<file path="config.mk">
export PLATFORM = sky130hd
export DESIGN_NAME = key_event_ctrl
export DESIGN_NICKNAME = d
export VERILOG_FILES = /design/src/rtl/key_pkg.sv /design/src/rtl/key_evt_timer.sv /design/src/rtl/key_event_ctrl.sv
export SDC_FILE = /design/constraint.sdc
export NUM_CORES = 1
export LEC_CHECK = 0
export CAP_MARGIN = 20
export CORE_MARGIN = 5
export CORE_UTILIZATION = 35
export CTS_CLUSTER_SIZE = 12
export DETAILED_ROUTE_END_ITERATION = 16
export GPL_ROUTABILITY_DRIVEN = 1
export SETUP_SLACK_MARGIN = 0.5
export SYNTH_ARGS = -nofsm -noshare
export SYNTH_HDL_FRONTEND = slang
export SYNTH_SLANG_ARGS = --single-unit
</file>
<file path="constraint.sdc">
create_clock -name clk -period 4.7 [get_ports clk]
set_clock_uncertainty 0.1 [all_clocks]
set_input_delay 0.94 -clock clk [delete_from_list [all_inputs] [get_ports clk]]
set_output_delay 0.94 -clock clk [all_outputs]
set_load 0.01 [all_outputs]
</file>
<file path="src/rtl/key_pkg.sv">
// key_pkg -- shared definitions for the key gesture controller.
//   * 3-bit FSM state encodings
//   * default timing constants, in 50 MHz clock cycles
//   * timer width
package key_pkg;

   localparam int KEY_CNT_W = 26;

   typedef enum logic [2:0] {
      ST_IDLE      = 3'd0,
      ST_PRESS1    = 3'd1,
      ST_WAIT2     = 3'd2,
      ST_PRESS2    = 3'd3,
      ST_LONG_HOLD = 3'd4
   } key_state_e;

   // Default timings at 50 MHz.
   localparam logic [KEY_CNT_W-1:0] KEY_DEBOUNCE_CNT = 26'd1_000_000;   // 20 ms, used by the key filter
   localparam logic [KEY_CNT_W-1:0] KEY_LONG_CNT     = 26'd50_000_000;  // 1 s
   localparam logic [KEY_CNT_W-1:0] KEY_DBL_GAP_CNT  = 26'd15_000_000;  // 300 ms
   localparam logic [KEY_CNT_W-1:0] KEY_REPEAT_CNT   = 26'd10_000_000;  // 200 ms

endpackage

</file>
<file path="src/rtl/key_evt_timer.sv">
// key_evt_timer -- clear/enable up-counter with a terminal-count flag.
//   clk, rst_n : clock, asynchronous active-low reset
//   clr        : synchronous clear (has priority over en)
//   en         : count enable
//   term       : terminal value; on reaching it the counter wraps to 0
//   tc         : high while enabled and the count equals term
module key_evt_timer #(
   parameter int CNT_W = 26
) (
   input  logic             clk,
   input  logic             rst_n,
   input  logic             clr,
   input  logic             en,
   input  logic [CNT_W-1:0] term,
   output logic             tc
);

   logic [CNT_W-1:0] cnt_q, cnt_d;

   assign tc = en && (cnt_q == term);

   always_comb begin
      cnt_d = cnt_q;
      if (clr)
         cnt_d = '0;
      else if (en)
         cnt_d = tc ? '0 : cnt_q + CNT_W'(1);
   end

   always_ff @(posedge clk or negedge rst_n) begin
      if (!rst_n)
         cnt_q <= '0;
      else
         cnt_q <= cnt_d;
   end

endmodule

</file>
<file path="src/rtl/key_event_ctrl.sv">
// key_event_ctrl -- key gesture classifier (click / double click / long press).
// Consumes the debounce filter's one-cycle press/release flags and emits
// one-cycle event pulses one clock after the triggering flag or timeout.
//   clk, rst_n        : 50 MHz clock, asynchronous active-low reset
//   key_p_flag        : debounced press pulse
//   key_r_flag        : debounced release pulse
//   click_pulse       : single click
//   dbl_click_pulse   : double click
//   long_press_pulse  : long-press threshold reached
//   repeat_pulse      : auto-repeat tick while held (0 unless enabled)
//   busy              : FSM not idle
// Build option: define KEY_EVENT_CTRL_REPEAT_EN to enable auto-repeat in
// LONG_HOLD; otherwise repeat_pulse is tied low.
module key_event_ctrl
   import key_pkg::*;
#(
   parameter int               CNT_W       = KEY_CNT_W,
   parameter logic [CNT_W-1:0] LONG_CNT    = KEY_LONG_CNT,
   parameter logic [CNT_W-1:0] DBL_GAP_CNT = KEY_DBL_GAP_CNT,
   parameter logic [CNT_W-1:0] REPEAT_CNT  = KEY_REPEAT_CNT
) (
   input  logic clk,
   input  logic rst_n,
   input  logic key_p_flag,
   input  logic key_r_flag,
   output logic click_pulse,
   output logic dbl_click_pulse,
   output logic long_press_pulse,
   output logic repeat_pulse,
   output logic busy
);

   key_state_e       state_q, state_d;
   logic             click_q, click_d;
   logic             dbl_q, dbl_d;
   logic             long_q, long_d;
   logic             tmr_clr, tmr_en, tmr_tc;
   logic [CNT_W-1:0] tmr_term;

   // One shared timer; its terminal value depends on which wait is running.
   always_comb begin
      case (state_q)
         ST_WAIT2:     tmr_term = DBL_GAP_CNT - CNT_W'(1);
         ST_LONG_HOLD: tmr_term = REPEAT_CNT - CNT_W'(1);
         default:      tmr_term = LONG_CNT - CNT_W'(1);
      endcase
   end

`ifdef KEY_EVENT_CTRL_REPEAT_EN
   logic rep_q, rep_d;
   assign tmr_en = (state_q == ST_PRESS1) || (state_q == ST_WAIT2) ||
                   (state_q == ST_PRESS2) || (state_q == ST_LONG_HOLD);
`else
   assign tmr_en = (state_q == ST_PRESS1) || (state_q == ST_WAIT2) ||
                   (state_q == ST_PRESS2);
`endif

   // Every state change restarts the timer from 0.
   assign tmr_clr = (state_d != state_q);

   key_evt_timer #(.CNT_W(CNT_W)) u_timer (
      .clk   (clk),
      .rst_n (rst_n),
      .clr   (tmr_clr),
      .en    (tmr_en),
      .term  (tmr_term),
      .tc    (tmr_tc)
   );

   // Flags are tested before timeouts so a flag always wins a tie; this also
   // makes a press on the WAIT2 timeout cycle start PRESS2 without a click.
   always_comb begin
      state_d = state_q;
      click_d = 1'b0;
      dbl_d   = 1'b0;
      long_d  = 1'b0;
`ifdef KEY_EVENT_CTRL_REPEAT_EN
      rep_d   = 1'b0;
`endif
      case (state_q)
         ST_IDLE: begin
            if (key_p_flag) state_d = ST_PRESS1;
         end
         ST_PRESS1: begin
            if (key_r_flag) begin
               state_d = ST_WAIT2;
            end else if (tmr_tc) begin
               state_d = ST_LONG_HOLD;
               long_d  = 1'b1;
            end
         end
         ST_WAIT2: begin
            if (key_p_flag) begin
               state_d = ST_PRESS2;
            end else if (tmr_tc) begin
               state_d = ST_IDLE;
               click_d = 1'b1;
            end
         end
         ST_PRESS2: begin
            if (key_r_flag) begin
               state_d = ST_IDLE;
               dbl_d   = 1'b1;
            end else if (tmr_tc) begin
               // First click already completed; the second press became a hold.
               state_d = ST_LONG_HOLD;
               click_d = 1'b1;
               long_d  = 1'b1;
            end
         end
         ST_LONG_HOLD: begin
            if (key_r_flag) begin
               state_d = ST_IDLE;
`ifdef KEY_EVENT_CTRL_REPEAT_EN
            end else if (tmr_tc) begin
               rep_d = 1'b1;
`endif
            end
         end
         default: state_d = ST_IDLE;
      endcase
   end

   always_ff @(posedge clk or negedge rst_n) begin
      if (!rst_n) begin
         state_q <= ST_IDLE;
         click_q <= 1'b0;
         dbl_q   <= 1'b0;
         long_q  <= 1'b0;
`ifdef KEY_EVENT_CTRL_REPEAT_EN
         rep_q   <= 1'b0;
`endif
      end else begin
         state_q <= state_d;
         click_q <= click_d;
         dbl_q   <= dbl_d;
         long_q  <= long_d;
`ifdef KEY_EVENT_CTRL_REPEAT_EN
         rep_q   <= rep_d;
`endif
      end
   end

   assign click_pulse      = click_q;
   assign dbl_click_pulse  = dbl_q;
   assign long_press_pulse = long_q;
   assign busy             = (state_q != ST_IDLE);
`ifdef KEY_EVENT_CTRL_REPEAT_EN
   assign repeat_pulse     = rep_q;
`else
   assign repeat_pulse     = 1'b0;
`endif

endmodule

</file>
=== After elaboration in Yosys (flattened, before gate mapping) ===
Cells that the tools add are included.

* Reductions and logical operators: 7
* Equality and inequality tests: 6
* Multiplexer cells: 19
* Add/subtract/negate cells: 1

{| class="wikitable"
|+ Operator list
! cell !! number
|-
| 26-bit two-way mux || 3
|-
| 26-bit one-hot mux with 2 select lines || 1
|-
| 26-bit by 1-bit adder with 26-bit output (second input constant) || 1
|-
| 26-bit == test || 1
|-
| 3-bit two-way mux || 7
|-
| 3-bit one-hot mux with 5 select lines || 1
|-
| 3-bit by 2-bit == test with 1-bit output (second input constant) || 2
|-
| 1-bit two-way mux || 6
|-
| 3-bit by 1-bit == test with 1-bit output (second input constant) || 1
|-
| 3-bit == test (second input constant) || 1
|-
| 3-bit logical NOT || 1
|-
| 3-bit inequality test || 1
|-
| 3-bit nonzero test || 1
|-
| 1-bit logical OR || 2
|-
| 1-bit one-hot mux with 2 select lines || 1
|-
| 2-bit nonzero test || 1
|-
| 2-bit OR reduction || 1
|-
| 1-bit logical AND || 1
|}

* Input bits: 4
* Register bits after elaboration: 32
* Output and inout bits: 5
* Word-level logic and storage cells: 38

=== Longest topological paths before layout ===
Gate-level depths: netlist (run 1).

* Depth after elaboration: 9
* Gate-level depth with buffers: 7
* Depth with buffers taken out: 5

=== Modules after synthesis ===
Synthesis (run 1) repeated with hierarchy kept, for this count alone.

* Cell total of the unflattened synthesis: 239
* Area total of the unflattened synthesis: 2,095.8 µm²

{| class="wikitable"
|+ By module, submodules not included
! module !! sequential area each (µm²) !! instances !! area an instance (µm²) !! cells each
|-
| key_evt_timer || 650.6 || 1 || 1,711.6 || 198
|-
| key_event_ctrl || 150.1 || 1 || 384.1 || 41
|}

=== Worst setup path before layout (run 1) ===
Ideal clock, no wire load.

* Kind: flip-flop to flip-flop
* Start: register state_q[0]
* End: register state_q[2]
* Data required time: 4,523 ps
* Setup slack: 2,131 ps
* Library setup time: 77 ps
* Period minus slack after synthesis: 2,569 ps
* Path buffers: 1
* Cell stages (with the launch flop): 7
* Data arrival time: 2,391 ps
* Cell sequence: dfrtp_1 > buf_2 > or3b_4 > or4_1 > a2111o_1 > or4b_1 > a21oi_1

* Longest elaborated chain between the ends: 7
* Elaborated cells between the ends (all ways): 16
* Those cells by class: 5 x eq/ne; 7 x mux; 4 x reduce/logical

{| class="wikitable"
|+ RTL lines
! item !! line !! RTL
|-
| start, declared || key_event_ctrl.sv:33 || <nowiki>key_state_e state_q, state_d;</nowiki>
|-
| start signal, assigned || key_event_ctrl.sv:134 || <nowiki>state_q <= state_d;</nowiki>
|-
| 3-bit == test (tied with other cells) || key_event_ctrl.sv:42, key_event_ctrl.sv:80 ||
|-
| 26-bit one-hot mux with 2 select lines or 1-bit logical OR (tied branches) || key_event_ctrl.sv:42, key_event_ctrl.sv:54 ||
|-
| 26-bit == test or 1-bit logical OR (tied branches) || key_evt_timer.sv:20, key_event_ctrl.sv:54 ||
|-
| 1-bit logical AND || key_evt_timer.sv:20 || <nowiki>assign tc = en && (cnt_q == term);</nowiki>
|-
| 3-bit two-way mux, on equally long branches || key_event_ctrl.sv:87, key_event_ctrl.sv:104, key_event_ctrl.sv:95 ||
|-
| 3-bit two-way mux, on equally long branches || key_event_ctrl.sv:101, key_event_ctrl.sv:85, key_event_ctrl.sv:93 ||
|-
| 3-bit one-hot mux with 5 select lines (*) || key_event_ctrl.sv:80 || <nowiki>case (state_q)</nowiki>
|-
| via state_d[2] || key_event_ctrl.sv:33 ||
|}

The timed path passes the listed nets; every way through them passes the cells marked *.
A chain may end at the register's enable or synchronous reset.

=== Final worst setup path (run 1) ===
* Start: register state_q[2]
* End: register u_timer.cnt_q[4]

* Longest elaborated chain between the ends: 9
* Elaborated cells between the ends (all ways): 23
* Those cells by class: 6 x eq/ne; 12 x mux; 5 x reduce/logical

{| class="wikitable"
|+ RTL lines
! item !! line !! RTL
|-
| 3-bit == test (tied with other cells) || key_event_ctrl.sv:42, key_event_ctrl.sv:80 ||
|-
| 26-bit one-hot mux with 2 select lines or 1-bit logical OR (tied branches) || key_event_ctrl.sv:42, key_event_ctrl.sv:54 ||
|-
| 26-bit == test or 1-bit logical OR (tied branches) || key_evt_timer.sv:20, key_event_ctrl.sv:54 ||
|-
| 1-bit logical AND || key_evt_timer.sv:20 ||
|-
| 3-bit two-way mux, on equally long branches || key_event_ctrl.sv:87, key_event_ctrl.sv:104, key_event_ctrl.sv:95 ||
|-
| 3-bit two-way mux, on equally long branches || key_event_ctrl.sv:101, key_event_ctrl.sv:85, key_event_ctrl.sv:93 ||
|-
| 3-bit one-hot mux with 5 select lines || key_event_ctrl.sv:80 ||
|-
| 3-bit inequality test || key_event_ctrl.sv:59 || <nowiki>assign tmr_clr = (state_d != state_q);</nowiki>
|-
| 26-bit two-way mux or 2-bit nonzero test (tied branches) || -- ||
|-
| end signal, assigned || key_evt_timer.sv:34 || <nowiki>cnt_q <= cnt_d;</nowiki>
|-
| end, declared || key_evt_timer.sv:18 || <nowiki>logic [CNT_W-1:0] cnt_q, cnt_d;</nowiki>
|}

Parallel ways exist; a longest one is shown, timed or not. The select of a mux whose other input is x is not followed.

==> results.yml, run 1 <==
die:
  die-area_um2: 6670
  die_h_um: 81.7
  start_util_pct: 35.7
  coreArea_um2: 5040
  die_w_um: 81.7
  pin_count: 9
  rows: 26
yosys:
  seq_area_frac_synth_pct: 44.5
  ys_ff_latch: 32
  syn-num-nets: 205
  synthArstFlopShare_pct: 100
  netlist_instances: 200
  synth_area_leader_cell: "dfrtp_1"
  synth_edf_count: 0
  yosysMostFrequentCell: "nor2_1"
  syn_area_per_cell_um2: 9.00
  ys_dominant_reg_cell: "dfrtp_1"
  synth_warnings: 0
  synthTopCellsByCount: "nor2_1, dfrtp_1, nand2_1"
  ys_types: 42
  yosysTopAreaCellShare_pct: 44.5
  synth_area_leaders: "dfrtp_1, nor2_1, xor2_1, xnor2_1, nand2_1"
  syn_area_um2: 1800
setup_path:
  cp_cell_sequence: "or3b_4, or4_1, a2111o_1, o31ai_4, nor2_1"
  r2r_cells: 5
  slowest_delay_ns: 0.83
  cp-start-kind: "register"
  worstSetupEndpointType: "register"
  crit_path_start: "state_q[2]$_DFF_PN0_"
  worstPathArrival_ns: 3.24
  crit_fanout: 26
  cp.required_ns: 4.73
  crit_slowest_cell: "o31ai_4"
  crit_type: "register to register"
  r2r-start: "state_q[2]$_DFF_PN0_"
clock_network:
  post_cts_buffers: 0
  cts_resized: 0
  cts-buffers-inserted: 5
  path_clk_slew_ns: 0.07
  numClockSinks: 32
  htreeDepth: 2
  clk_path_buf_depth: 2
  cts_tree: "yes"
  holdBufCountCts: 0
  clock_latency_ns: 0.29
  root_buffer: "clkbuf_8"
timing:
  max_clock_freq_ghz: 0.312
  setup_tns_ns: 0
  slew-limit-headroom_pct: 33.3
  min_period_ns: 3.21
  rsz0062_at_grt: "no"
  finalHoldViolCount: 0
  drv_slew: 0
  tightest_slew_ns: 1.00
  setup_viol: 0
  period_share_pct: 68.3
run_status:
  outcome: "completed"
grt:
  antenna_found_initial: 0
  grt_max_degree: 33
  grt_pass1_wl_um: 6700
  track_usage_pct: 13.4
  grt_pass1_vias: 1390
  grt_overflow_total: 0
hold_path:
  worst_hold_path_type: "register to register"
  holdPathStages: 2
  hold_start: "u_timer.cnt_q[1]$_DFFE_PN0P_"
power:
  p_total_uw: 664
  p_int_uw: 484
  seqPwrFrac_pct: 47.2
  ir_drop_mv: 0.157
  p_leak_nw: 0.809
  p_clk_share_pct: 39.5
  switching_power_uw: 180
  combinationalPowerShare_pct: 13.2
  sw_frac_of_total_pct: 27.1
  power_density_nw_per_um2: 327
layout:
  multi_input_area_um2: 946
  antenna_cells: 0
  fillers: 520
  fin_nets: 211
  seq_area_um2: 801
  syn2layout_area_growth_pct: 12.9
  drive_gt1_share_pct: 5.80
drt:
  drt_drc_violations_left: 0
  viasPerCell: 5.16
  vias: 1430
  drt_iter0_drc: 46
  drt-wirelength-per-cell_um: 13.8
  firstDrtPassIters: 4
  routed_wl_um: 3810
  antenna_left: 0
flow_run:
  drv_cap: 0
placed_design:
  gp_congestion: 0.811
  portBuffers: 7
  dpl.hpwl_um: 2540
-- power groups by stage --
stage	clock, mW	sequential [mW]	combinational (mW)
CTS	0.270	0.313	0.0902
detailed placement	0	0.319	0.0892
floorplan	0	0.304	0.0743
finish	0.262	0.314	0.0879
global placement	0	0.318	0.0900
global route	0.284	0.318	0.101
-- kinds of logic after synthesis --
| logic type | Yosys count | synth area share [%] |
|---|---|---|
| AOI/OAI and AO/OA | 24 | 9.81 |
| adders and majority gates | 1 | 0.695 |
| buffers and inverters | 12 | 2.92 |
| xor gates and xnor gates | 23 | 11.2 |
| other | 1 | 0.208 |
| DFF | 32 | 44.5 |
| and+or+nand+nor | 107 | 30.7 |
-- path summary, 6_finish.rpt --
path / end / slack [ns]
max: u_timer.cnt_q[4]$_DFFE_PN0P_ / 1.49
min: u_timer.cnt_q[1]$_DFFE_PN0P_ / 0.45
max reg2reg: u_timer.cnt_q[4]$_DFFE_PN0P_ / 1.49
min reg2reg: u_timer.cnt_q[1]$_DFFE_PN0P_ / 0.45
max in group asynchronous: u_timer.cnt_q[3]$_DFFE_PN0P_ / 3.25
min in group asynchronous: click_pulse$_DFF_PN0_ / 0.95
-- metrics by stage --
| stage | instances | setup WS [ns] | area (um2) | hold slack [ns] | utilization (%) |
|---|---|---|---|---|---|
| 6_report | 277 | 1.49 | 2030 | 0.451 | 40.3 |
| 5_1_grt | 277 | 1.23 | 2030 | 0.511 | 40.3 |
| 4_1_cts | 277 | 1.42 | 2030 | 0.452 | 40.3 |
| 3_5_place_dp | 269 | 1.42 | 1920 | 0.443 | 38.1 |
| 3_3_place_gp | 269 | 1.53 | 1920 | 0.437 | 38.1 |
| 2_1_floorplan | 200 | 2.13 | 1800 | 0.418 | - |
-- registers in the layout (all words and copies together), names as in the netlist --
register and cells:
click_pulse 1, dbl_click_pulse 1, long_press_pulse 1, state_q 3, u_timer.cnt_q 26
-- routing by layer --
metal  vias up  wire [um]  global-route usage, %
met5         -          0                      0
met4         0         83                   6.48
met3         6        204                   3.29
met2        28       1740                   20.6
met1       685       1790                   17.6
li1        711          -                      -
-- cell type report --
cell class | count | share of cell area [%]
Clock inverter | 2 | 1.73
Clock buffer | 6 | 3.57
Tap cell | 70 | 4.31
Timing Repair Buffer | 8 | 3.82
Sequential cell | 32 | 39.4
Multi-Input combinational cell | 156 | 46.6
Inverter | 3 | 0.555
-- critical path, delay by kind of cell (launching register included) --
| kind | cells | cell delay [ns] |
|---|---|---|
| DFF | 1 | 0.60 |
| and+or+nand+nor | 3 | 1.05 |
| AOI/OAI and AO/OA | 2 | 1.29 |
-- placed cells by master, fill, tap and decap left out, types with 2 or more instances in the layout --
cell type | synthesis | final
clkdlybuf4s50_1 | 0 | 7
o21bai_1 | 2 | 2
nand3_1 | 9 | 9
nor3_1 | 5 | 5
and3_1 | 8 | 8
o21ai_0 | 3 | 3
xnor2_1 | 9 | 9
nand2b_1 | 4 | 4
nand2_1 | 18 | 18
a21oi_1 | 8 | 8
inv_1 | 3 | 3
dfrtp_1 | 32 | 32
clkbuf_8 | 0 | 5
and4_1 | 3 | 3
xor2_1 | 14 | 14
nor4_1 | 4 | 4
nor2_1 | 34 | 34
or3_1 | 3 | 3
nand4_1 | 10 | 10
Power figures use the tool's default switching activity.
==> run 2: changes to the inputs <==
clock period = 2.8 ns   (was 4.7 ns; I/O delays follow)
==> run 2 against run 1 <==
Effect of this change: flip-flop and latch count stayed put; combinational power is 130% higher; clock power is 25% higher; via count is 3.3% higher; total power is 55% higher; non-clock buffer count is 10 higher; clock-buffer cell count stayed put; routed wire length is 5.6% higher; hold slack hardly changed; critical path type unchanged; largest cell class unchanged.
==> results.yml, run 2 (synthesis results as in run 1) <==
placed_design:
  gp_congestion: 0.779
  dpl.hpwl_um: 2760
  dpl_cell_area_um2: 1990
  portBuffers: 7
timing:
  period_share_pct: 91.0
  setup_tns_ns: 0
  holdWs_ns: 0.451
  tightest_slew_ns: 0.887
  slew-limit-headroom_pct: 40.6
  setup_viol: 0
  rsz0062_at_grt: "yes"
  min_period_ns: 2.55
  finalHoldViolCount: 0
  max_clock_freq_ghz: 0.393
  drv_slew: 0
flow_run:
  drv_cap: 0
layout:
  largest_register_ffs: 26
  reg.largest.list: "u_timer.cnt_q (26), state_q (3)"
  antenna_cells: 0
  fillers: 505
  syn2layout_area_growth_pct: 18.4
  final_area_um2: 2130
  largest_register: "u_timer.cnt_q"
  mostFrequentLayoutCells: "nor2_1, dfrtp_1, nand2_1, xor2_1, nand4_1"
  drive_gt1_share_pct: 12.5
  final_common_cell: "nor2_1"
  fin_nets: 221
die:
  coreArea_um2: 5040
  die_w_um: 81.7
  rows: 26
  die-area_um2: 6670
  pin_count: 9
  die_h_um: 81.7
  start_util_pct: 35.7
setup_path:
  crit_path_start: "state_q[1]$_DFF_PN0_"
  crit_slowest_cell: "or4b_4"
  cp_cell_sequence: "or3b_4, or4_1, a2111o_1, or4b_4, a21oi_2"
  crit_path_end: "state_q[2]$_DFF_PN0_"
  reg2reg_slack_ns: 0.25
  slowest_delay_ns: 0.56
  worstSetupEndpointType: "register"
  r2r_end: "state_q[2]$_DFF_PN0_"
  r2r-start: "state_q[1]$_DFF_PN0_"
  crit_fanout: 2
  cp-start-kind: "register"
  cp.required_ns: 2.91
  r2r_cells: 5
  worstPathArrival_ns: 2.66
  crit_type: "register to register"
clock_network:
  htreeDepth: 2
  clk_path_buf_depth: 2
  cts-buffers-inserted: 5
  root_buffer: "clkbuf_8"
  numClockSinks: 32
  holdBufCountCts: 0
  clock_latency_ns: 0.28
  path_clk_slew_ns: 0.06
  cts_tree: "yes"
drt:
  firstDrtPassIters: 4
  drt-wirelength-per-cell_um: 14.1
  drt_drc_violations_left: 0
  vias: 1477
  routed_wl_um: 4030
  viasPerCell: 5.16
  antenna_left: 0
  drt_iter0_drc: 94
power:
  power_density_nw_per_um2: 484
  p_leak_nw: 0.847
  ir_drop_mv: 0.368
grt:
  grt_max_degree: 33
  grt_overflow_total: 0
  grt_pass1_wl_um: 7020
  grt_pass1_vias: 1446
  track_usage_pct: 13.8
  antenna_found_initial: 0
run_status:
  outcome: "completed"
hold_path:
  worst_hold_path_type: "register to register"
==> run 2: worst min-delay path by stage <==
stage	to	cells past startpoint	from	slack, ns
after global placement	u_timer.cnt_q[1]$_DFFE_PN0P_	2	u_timer.cnt_q[1]$_DFFE_PN0P_	0.44
final	u_timer.cnt_q[1]$_DFFE_PN0P_	2	u_timer.cnt_q[1]$_DFFE_PN0P_	0.45
after CTS	u_timer.cnt_q[1]$_DFFE_PN0P_	2	u_timer.cnt_q[1]$_DFFE_PN0P_	0.45
after floorplan	click_pulse$_DFF_PN0_	0	rst_n	0.16
after detailed placement	u_timer.cnt_q[1]$_DFFE_PN0P_	2	u_timer.cnt_q[1]$_DFFE_PN0P_	0.44
after global routing	u_timer.cnt_q[5]$_DFFE_PN0P_	2	u_timer.cnt_q[5]$_DFFE_PN0P_	0.49
==> run 2: power breakdown <==
part / switching (mW) / leakage (nW) / internal [mW]
Clock: 0.159 / 0.0410 / 0.169
Combinational: 0.120 / 0.364 / 0.0834
Sequential: 0.0154 / 0.441 / 0.485
Total: 0.294 / 0.847 / 0.737
==> run 2: cell type report <==
class	instances	area (um2)	area share, %
multi-input combinational	156	986	46.3
sequential	32	801	37.6
timing repair buffer	18	168	7.87
tap	70	87.6	4.11
clock buffer	6	72.6	3.41
inverter	3	11.3	0.528
clock inverter	1	5.00	0.235
==> run 2: critical path, delay by kind of cell (launching register included) <==
| family | cells | cell delay, ns |
|---|---|---|
| and+or+nand+nor | 3 | 1.43 |
| AOI/OAI and AO/OA | 2 | 0.56 |
| DFF | 1 | 0.37 |
==> run 2: what timing repair did <==
item                                    4_1_cts  5_1_grt
pin swaps                                     4        2
gates resized for setup                       5        6
endpoints found under the setup margin       31       31
buffers inserted                              2        1
==> run 2: per-layer routing <==
layer	GRT usage, %	part of all wire [%]	vias up
met5	0	0	-
met4	3.99	1.3	0
met3	3.29	2.8	5
met2	21.8	47	18
met1	18.8	49	721
li1	-	-	733
==> run 2: per-stage QoR <==
stage	std cells	util (%)	setup slack, ns	power [mW]
floorplan	200	-	0.239	0.645
global placement	276	39.4	0.274	0.708
detailed placement	276	39.4	0.234	0.707
CTS	285	41.5	0.246	1.04
global route	286	42.3	0.185	1.09
finish	286	42.3	0.253	1.03
